<file path="src/rtl/sram_controller.sv">
`default_nettype none
// ============================================================================
//  Module   : sram_controller
//  Purpose  : Wishbone-side controller for a byte-wide asynchronous SRAM with
//             programmable wait states and MMU violation abort.
//  Revision : 1.0  initial release
// ============================================================================
module sram_controller #(
    parameter int SRAM_ADDR_WIDTH = 21,
    parameter int WAIT_STATES     = 2
) (
    input  logic                       wb_clk_i,
    input  logic                       wb_reset_i,
    input  logic                       wb_strobe_i,
    input  logic                       wb_write_i,
    input  logic [7:0]                 wb_data_i,
    input  logic [24:0]                ram_addr_i,
    input  logic                       access_violation_i,
    output logic [7:0]                 wb_data_o,
    output logic                       wb_ack_o,
    output logic                       wb_stall_o,
    output logic [SRAM_ADDR_WIDTH-1:0] sram_addr_o,
    output logic [7:0]                 sram_data_o,
    output logic                       sram_data_oe_o,
    input  logic [7:0]                 sram_data_i,
    output logic                       sram_ce_n_o,
    output logic                       sram_oe_n_o,
    output logic                       sram_we_n_o
);

    typedef enum logic [2:0] {
        S_IDLE    = 3'd0,
        S_SETUP   = 3'd1,
        S_ACCESS  = 3'd2,
        S_RECOVER = 3'd3,
        S_NOMEM   = 3'd4
    } state_t;

    localparam logic [3:0] C_WAIT = 4'(WAIT_STATES);

    state_t                     r_state;
    state_t                     w_next;
    logic [SRAM_ADDR_WIDTH-1:0] r_addr;
    logic [7:0]                 r_wdata;
    logic [7:0]                 r_rdata;
    logic                       r_we;
    logic                       r_abort;
    logic [3:0]                 r_cnt;
    logic                       w_out_of_range;
    logic                       w_active;

    generate
        if (SRAM_ADDR_WIDTH < 25) begin : g_range_check
            assign w_out_of_range = |ram_addr_i[24:SRAM_ADDR_WIDTH];
        end else begin : g_full_range
            assign w_out_of_range = 1'b0;
        end
    endgenerate

    always_ff @(posedge wb_clk_i or posedge wb_reset_i) begin
        if (wb_reset_i) begin
            r_state <= S_IDLE;
        end else begin
            r_state <= w_next;
        end
    end

    // Controls decode straight from the state register so an async reset
    // releases the SRAM bus in the same cycle it is asserted.
    always_comb begin
        w_next         = r_state;
        w_active       = (r_state == S_SETUP) || (r_state == S_ACCESS);
        wb_ack_o       = 1'b0;
        wb_stall_o     = (r_state != S_IDLE);
        sram_ce_n_o    = ~w_active;
        sram_oe_n_o    = ~(w_active && !r_we);
        sram_we_n_o    = ~((r_state == S_ACCESS) && r_we && !r_abort);
        sram_data_oe_o = r_we && (w_active || (r_state == S_RECOVER));
        case (r_state)
            S_IDLE: begin
                if (wb_strobe_i) begin
                    w_next = w_out_of_range ? S_NOMEM : S_SETUP;
                end
            end
            S_SETUP:   w_next = S_ACCESS;
            S_ACCESS: begin
                if (r_cnt == 4'd0) begin
                    w_next = S_RECOVER;
                end
            end
            S_RECOVER: begin
                wb_ack_o = 1'b1;
                w_next   = S_IDLE;
            end
            S_NOMEM: begin
                wb_ack_o = 1'b1;
                w_next   = S_IDLE;
            end
            default:   w_next = S_IDLE;
        endcase
    end

    // Unmapped accesses leave the SRAM-facing registers untouched.
    always_ff @(posedge wb_clk_i or posedge wb_reset_i) begin
        if (wb_reset_i) begin
            r_addr  <= '0;
            r_wdata <= 8'h00;
            r_rdata <= 8'h00;
            r_we    <= 1'b0;
            r_abort <= 1'b0;
            r_cnt   <= 4'd0;
        end else begin
            case (r_state)
                S_IDLE: begin
                    if (wb_strobe_i) begin
                        r_we <= wb_write_i;
                        if (w_out_of_range) begin
                            r_rdata <= 8'hFF;
                        end else begin
                            r_addr  <= ram_addr_i[SRAM_ADDR_WIDTH-1:0];
                            r_wdata <= wb_data_i;
                        end
                    end
                end
                S_SETUP: begin
                    r_abort <= access_violation_i;
                    r_cnt   <= C_WAIT;
                end
                S_ACCESS: begin
                    if (r_cnt == 4'd0) begin
                        if (!r_we) begin
                            r_rdata <= r_abort ? 8'hFF : sram_data_i;
                        end
                    end else begin
                        r_cnt <= r_cnt - 4'd1;
                    end
                end
                default: ;
            endcase
        end
    end

    assign wb_data_o   = r_rdata;
    assign sram_addr_o = r_addr;
    assign sram_data_o = r_wdata;

endmodule
`default_nettype wire

</file>
<file path="config.mk">
export PLATFORM = sky130hd
export DESIGN_NAME = sram_controller
export DESIGN_NICKNAME = d
export VERILOG_FILES = /design/src/rtl/sram_controller.sv
export SDC_FILE = /design/constraint.sdc
export NUM_CORES = 1
export LEC_CHECK = 0
export ABC_AREA = 0
export CAP_MARGIN = 20
export CORE_MARGIN = 1
export CORE_UTILIZATION = 40
export CTS_BUF_LIST = sky130_fd_sc_hd__clkbuf_2
export DETAILED_ROUTE_END_ITERATION = 10
export HOLD_SLACK_MARGIN = 0.08
export PLACE_DENSITY = 0.82
export SLEW_MARGIN = 10
export SYNTH_ARGS = -nofsm -noshare
export SYNTH_HDL_FRONTEND = slang
export SYNTH_SLANG_ARGS = --single-unit
</file>
<file path="constraint.sdc">
create_clock -name wb_clk_i -period 2 [get_ports wb_clk_i]
set_clock_uncertainty 0.1 [all_clocks]
set_input_delay 0.4 -clock wb_clk_i [delete_from_list [all_inputs] [get_ports wb_clk_i]]
set_output_delay 0.4 -clock wb_clk_i [all_outputs]
set_load 0.005 [all_outputs]
</file>
== Word-level counts from Yosys, hierarchy flattened ==
Index checks and enable logic that the tools add are counted.

* Bitwise logic cells: 4
* Add/sub/neg operators: 1
* Muxes and demuxes: 13
* Reductions and logical operators: 20
* Equality and inequality tests: 9

{| class="wikitable"
|+ Operators with widths
! cell !! count
|-
| $mux W8 || 5
|-
| $pmux W8 S2 || 1
|-
| $mux W3 || 3
|-
| $pmux W3 S3 || 1
|-
| $ne A2 B2 Y1 const B || 4
|-
| $pmux W4 S2 || 1
|-
| $eq A3 B2 Y1 const B || 2
|-
| $reduce_and A2 Y1 || 3
|-
| $reduce_and A5 Y1 || 1
|-
| $logic_and A1 B1 Y1 || 4
|-
| $logic_not A4 Y1 || 1
|-
| $mux W4 || 1
|-
| $not A1 Y1 || 4
|-
| $reduce_bool A2 Y1 || 2
|-
| $reduce_or A4 Y1 || 1
|-
| $sub A4 B1 Y4 const B || 1
|-
| $eq A3 B1 Y1 const B || 1
|-
| $eq A3 B3 Y1 const B || 1
|-
| $logic_not A3 Y1 || 1
|-
| $reduce_and A3 Y1 || 1
|-
| $reduce_bool A3 Y1 || 1
|-
| $logic_not A1 Y1 || 2
|-
| $logic_or A1 B1 Y1 || 2
|-
| $ne A2 B1 Y1 const B || 1
|-
| other kinds (2) || 2
|}

* Register bits: 46
* Logic and storage cells: 54
* Output and inout bits: 43
* Input bits: 46

== Logic depth before layout (Yosys ltp) ==
* Word-level depth: 4
* Mapped depth: 6
* Mapped depth without buffers: 5

== Worst setup path after synthesis ==
OpenSTA, ideal clock, no wires.

* Kind: reg2reg
* Start point: register r_cnt[0]
* End point: register r_rdata[0] (netlist: wb_data_o[0])
* Period minus slack after synthesis: 1798 ps
* Data required time: 1835 ps
* Setup slack: 202 ps
* Stages on the path, launching flop included: 6
* Arrival: 1632 ps
* Cell sequence: dfrtp_1 -> inv_1 -> ha_1 -> or3b_1 -> o32ai_4 -> o22a_1

* Word-level cells in the longest chain between the ends: 3

{| class="wikitable"
|+ RTL lines
! element !! line !! text
|-
| from (decl) || 48 || <nowiki>logic [3:0] r_cnt;</nowiki>
|-
| from (signal assigned) || 135 || <nowiki>r_cnt <= r_cnt - 4'd1;</nowiki>
|-
| $logic_not A4 Y1 || 130 || <nowiki>if (r_cnt == 4'd0) begin</nowiki>
|-
| $ne A2 B1 Y1 (no line) || - ||
|-
| $reduce_and A5 Y1 (no line) || - ||
|-
| to (signal assigned) || 132 || <nowiki>r_rdata <= r_abort ? 8'hFF : sram_data_i;</nowiki>
|-
| to (decl) || 45 || <nowiki>logic [7:0] r_rdata;</nowiki>
|}

No other way between the ends.
A chain may end at the register's enable or synchronous reset.

== Worst setup path after layout ==
* Start point: register r_state[0]
* End point: output port wb_stall_o

* Word-level cells in the longest chain between the ends: 1

{| class="wikitable"
|+ RTL lines
! element !! line !! text
|-
| from (decl) || 41 || <nowiki>state_t r_state;</nowiki>
|-
| from (signal assigned) || 64 || <nowiki>r_state <= w_next;</nowiki>
|-
| $reduce_bool A3 Y1 || 74 || <nowiki>wb_stall_o = (r_state != S_IDLE);</nowiki>
|-
| to (decl) || 21 || <nowiki>output logic wb_stall_o,</nowiki>
|}

No other way between the ends.

==> metrics.log <==
INFO  metric outcome = finished with violations
INFO  metric failed_checks = setup timing
INFO  metric netlist_instances = 145
INFO  metric clk_sinks = 46
INFO  metric path_buf_inv = 3
INFO  metric nNetsFinal = 303
INFO  metric ctsHoldBuffers = 0
INFO  metric die_wd = 72.75 um
INFO  metric drtPass1Iterations = 4
INFO  metric drt-wirelength-per-cell = 13.98 um
INFO  metric seq_area_frac_synth = 57.50%
INFO  metric cp_cell_sequence = buf_6 -> buf_6 -> or3_1 -> buf_2
INFO  metric finalWeightedCongestion = 0.8499
INFO  metric wire_length_of_the_first_global_routing_pass = 7148 um
INFO  metric num-fill-cells = 375
INFO  metric clkLatencyLatePin = 0.43 ns
INFO  metric timing.final.crit_share = 105.9%
INFO  metric rsz0062_at_grt = yes
INFO  metric totalWireLength = 4530 um
INFO  metric first_global_vias = 1568
INFO  metric finalSetupViolCount = 4
INFO  metric rows = 25
INFO  metric drcViolationCount = 0
INFO  metric cts.clk_slew.worst_paths = 0.25 ns
INFO  metric max_cap_violations = 0
INFO  metric final_max_slew_viol_count = 0
INFO  metric max_slew.worst_pin.slew = 0.4119 ns
INFO  metric start_kind = flop
INFO  metric timing.reg2reg.setup_slack = -0.02 ns
INFO  metric synth_area = 0.002002 mm^2
INFO  metric drt_iter0_drcs = 54
INFO  metric fp.dieArea = 0.005292 mm^2
INFO  metric hold_slack = 0.1897 ns
INFO  metric htreeDepth = 2
INFO  metric critical_path.most_common_cell = buf_6
INFO  metric grt_antenna_before_repair = 0
INFO  metric totalNegativeSetupSlack = -0.1567 ns
INFO  metric synth.yosys.warnings = 0
INFO  metric cellPowerDensity = 1021 mW/mm^2
INFO  metric grt_remaining_overflow = 0
INFO  metric holdCritPathClass = input pin to asynchronous set/reset pin
INFO  metric slowest_delay = 0.50 ns
INFO  metric grt_max_degree = 47
INFO  metric mostFrequentLayoutCells = clkdlybuf4s50_1, dfrtp_1, mux2_2, buf_4, mux2_4
INFO  metric buffer_ports.inserted = 88
INFO  metric detail-route-antenna-nets = 0
INFO  metric cp_data_arrival_time = 1.62 ns
INFO  metric critPathKind = flop to output port
INFO  metric period_needed = 2.118 ns
INFO  metric irDropWorstVdd = 0.0006027 V
INFO  metric ys_ff_latch = 46
INFO  metric element_type_at_the_critical_path_end = output port
INFO  metric fp.dieH = 72.75 um
INFO  metric groute.usage.overall = 17.96%
INFO  metric starting_utilization_of_the_core_area = 42.11%
INFO  metric critical_path.slowest_cell = dfrtp_2
INFO  metric num_antenna_cells = 0
INFO  metric syn2layout_area_growth = 61.25%
INFO  metric clockBufferDepth = 2
INFO  metric clockRootBuffer = clkbuf_2
INFO  metric syn_avg_cell_area = 13.81 um^2
INFO  metric timing.critical_path.max_delay_family = flip-flops
INFO  metric critPathMaxFanout = 4
INFO  metric layout_commonest_cell = clkdlybuf4s50_1
INFO  metric clock.fmax = 472.1 MHz
INFO  metric numCtsBuffers = 5
INFO  metric via_count = 1558
INFO  metric hold_viol = 0
INFO  metric finalWorstSetupSlack = -0.1183 ns
INFO  metric place.detailed.hpwl = 3061 um
INFO  metric worst_ep_required_time = 1.50 ns
INFO  metric io-pin-count = 89
INFO  metric worst_slew_margin_rel = 72.54%
INFO  metric total_leakage_power = 1.395 nW
INFO  metric synthesis.nets = 192
INFO  metric final_layout_size_suffix_gt1_share = 31.91%
INFO  metric yosys.cell_types.count = 35
INFO  metric placeableCoreArea = 0.004755 mm^2
INFO  metric via_per_inst = 4.809
INFO  metric tritoncts = yes
-- cells in the mapped netlist --
cell type	n	area, um^2
dfrtp_1	46	1151
mux2_2	21	236.5
mux2_4	10	150.1
nor2_1	9	33.78
o22a_1	9	78.83
inv_1	5	18.77
nor2b_1	4	25.02
nand3_1	3	15.01
nor3b_1	3	22.52
o22ai_1	3	18.77
a31oi_1	2	12.51
buf_6	2	22.52
clkbuf_1	2	7.510
nand2_1	2	7.510
nand2b_1	2	12.51
o21ai_0	2	10.01
or3_1	2	12.51
a21oi_1	1	5.000
a22oi_1	1	7.510
a41oi_1	1	8.760
buf_1	1	3.750
buf_2	1	5.000
clkbuf_2	1	5.000
ha_1	1	12.51
nand3_2	1	10.01
nand4_1	1	6.260
nor3_1	1	5.000
nor4_4	1	21.27
o211ai_1	1	7.510
o32ai_4	1	27.53
or2_2	1	6.260
or3b_1	1	8.760
or4_1	1	7.510
or4b_1	1	10.01
xnor2_1	1	8.760
-- state kept, by name (all words and copies together) (netlist names) --
signal and flops:
r_abort 1, sram_data_o 8, r_we 1, r_cnt 4
r_state 3, sram_addr_o 21, wb_data_o 8
-- metal layers --
layer / vias to the layer above / wire [um] / track usage [%]
met1: 757 / 1912 / 22.12
met3: 6 / 261 / 6.077
li1: 744 / - / -
met5: - / 0 / 0
met2: 51 / 2319 / 29.70
met4: 0 / 36 / 5.882
-- kinds of logic (layout without fill, tap and decap cells) --
family	after synthesis	count (layout)	synth area share, %
AND/OR/NAND/NOR	33	33	10.19
AO/OA/AOI/OAI	21	21	8.813
buffers and inverters	12	124	3.125
XOR/XNOR	1	1	0.4376
adder cells (fa/ha/maj)	1	1	0.6249
flip-flops	46	46	57.50
multiplexers	31	31	19.31
-- through the flow --
stage | std cells | worst slack, ns | total power, mW | area (um^2) | util, %
final | 324 | -0.1183 | 3.295 | 3228 | 67.89
after global routing | 324 | -0.1926 | 3.497 | 3228 | 67.89
after CTS | 320 | -0.2345 | 3.284 | 3171 | 66.68
after detailed placement | 304 | -0.05006 | 2.729 | 3030 | 63.74
after global placement | 304 | -0.02049 | 2.695 | 3030 | 63.74
after floorplan | 145 | 0.2025 | 1.960 | 2002 | -
-- worst min-delay path: cells and delay by family --
kind,cells,cell delay [ns]
buffers and inverters,3,0.75
-- final cells by class --
type	count	area, um^2	share of cell area [%]
sequential	46	1155	35.78
clock buffer	5	25.02	0.7752
timing repair buffer	111	1082	33.53
tap	67	83.83	2.597
clock inverter	3	43.79	1.357
inverter	5	18.77	0.5814
multi-input combinational	87	819.5	25.39
-- path summary, 6_finish.rpt --
kind,depth (start not counted),endpoint,startpoint
min in group wb_clk_i,2,wb_data_o[1]$_DFFE_PP0P_,sram_data_i[1]
worst min register to register,1,sram_addr_o[1]$_DFFE_PP0P_,sram_addr_o[1]$_DFFE_PP0P_
worst max register to register,6,wb_data_o[4]$_DFFE_PP0P_,r_state[1]$_DFFE_PP0P_
max in group asynchronous,3,r_state[2]$_DFFE_PP0P_,wb_reset_i
worst max-delay path,4,wb_stall_o,r_state[0]$_DFFE_PP0P_
worst min-delay path,3,sram_addr_o[4]$_DFFE_PP0P_,wb_reset_i
-- report_power, final --
part           switching [mW]  internal (mW)
Clock                   0.318          0.214
Sequential              0.208           1.24
Combinational           0.389          0.927
Total                   0.915           2.38
-- timing repair --
item | 4_1_cts | 5_1_grt
setup endpoints to repair | 6 | 22
gates resized for setup | 17 | 20
pin swaps | 1 | 7
buffers inserted | 8 | 4
(Power assumes the default switching activity.)
==> variant, RTL diff (same settings) <==
Re-encode `state_t` (5 states) as one-hot, 5 bits wide.
--- a/src/rtl/sram_controller.sv
+++ b/src/rtl/sram_controller.sv
@@ -28,12 +28,12 @@
     output logic                       sram_we_n_o
 );
 
-    typedef enum logic [2:0] {
-        S_IDLE    = 3'd0,
-        S_SETUP   = 3'd1,
-        S_ACCESS  = 3'd2,
-        S_RECOVER = 3'd3,
-        S_NOMEM   = 3'd4
+    typedef enum logic [4:0] {
+        S_IDLE    = 5'b00001,
+        S_SETUP   = 5'b00010,
+        S_ACCESS  = 5'b00100,
+        S_RECOVER = 5'b01000,
+        S_NOMEM   = 5'b10000
     } state_t;
 
     localparam logic [3:0] C_WAIT = 4'(WAIT_STATES);
Formal check against the unedited RTL: no difference found for any inputs over 10 cycles, from zero or initial values and one cycle with wb_reset_i high; not proved beyond that.
==> variant against the unedited design <==
The flow still finishes with violations (setup timing). Power is 24% lower. Count of clock-buffer cells in the layout stayed put. Wire length is 8.4% higher. Sequential cell count is 2 higher. Cell area is 6.3% higher. Synthesized cell count is 2.8% lower. Combinational power is 32% lower. Synthesized area is 0.44% lower. Setup slack worse by 0.13 ns.
==> variant: results <==
group,metric,value,unit
status,status,"finished, violations left",
status,violations,"setup timing",
worst_setup_path,startpoint,"r_state[1]$_DFFE_PP0P_",
drt,wl_per_cell,14.9,um
worst_setup_path,worstPathMaxFanout,3,
sta,setup_slack,-0.251,ns
synthesis,synth_commonest_cells,"dfrtp_1, mux2_2, o22a_2",
worst_setup_path,critical_path.slowest_cell,"dfrtp_1",
drt,wl_met1,2030,um
drt,drtIter0Drc,42,
sta,whs,0.232,ns
power,max-vdd-ir-drop,0.000455,V
worst_setup_path,slowest_delay,0.45,ns
global_route,grt_usage,0.186,
clock_tree,path_clk_slew,0.21,ns
place,placed_area,0.00307,mm2
global_route,use_met1,0.207,
sta,setup_violations,42,
clock_tree,postCtsSetupRepairBufs,7,
clock_tree,clk-insertion-delay-late,0.40,ns
place,dp_cells,309,
drt,totalWireLength,4910,um
place,hpwl,3120,um
floorplan,chipWidth,72.6,um
clock_tree,cts_resized,43,
global_route,grt_max_degree,49,
drt,via_count,1591,
global_route,use_met3,0.0677,
worst_setup_path,r2r-end,"wb_data_o[2]$_DFFE_PP0P_",
## variant: cell count changes after synthesis, moves of 3 or more
cell	unedited run	this run
mux2_4	10	0
nor4_1	0	3
o22a_2	0	8
nand2_1	2	5
nor2b_1	4	0
nor2_1	9	5
nor3b_1	3	0
o22a_1	9	0
mux2_2	21	31
## variant: cell type report
class,count,area [um2],area share
clock buffers,5,25.0,0.00729
flip-flops and latches,48,1200,0.351
inverters,4,15.0,0.00437
multi-input cells,84,870,0.253
well taps,67,83.8,0.0244
repair buffers,120,1230,0.358
clock inverters,2,7.51,0.00219
## variant: where the power goes
part / switching (uW) / internal, uW
Combinational: 247 / 654
Sequential: 105 / 1150
Clock: 284 / 72.1
Total: 635 / 1880
## variant: through the flow
step	setup TNS [ns]	total power, uW
final	-7.46	2510
after global routing	-9.96	2650
after CTS	-2.61	2430
after detailed placement	-9.04	2050
after global placement	-8.48	2020
after floorplan	0	1520
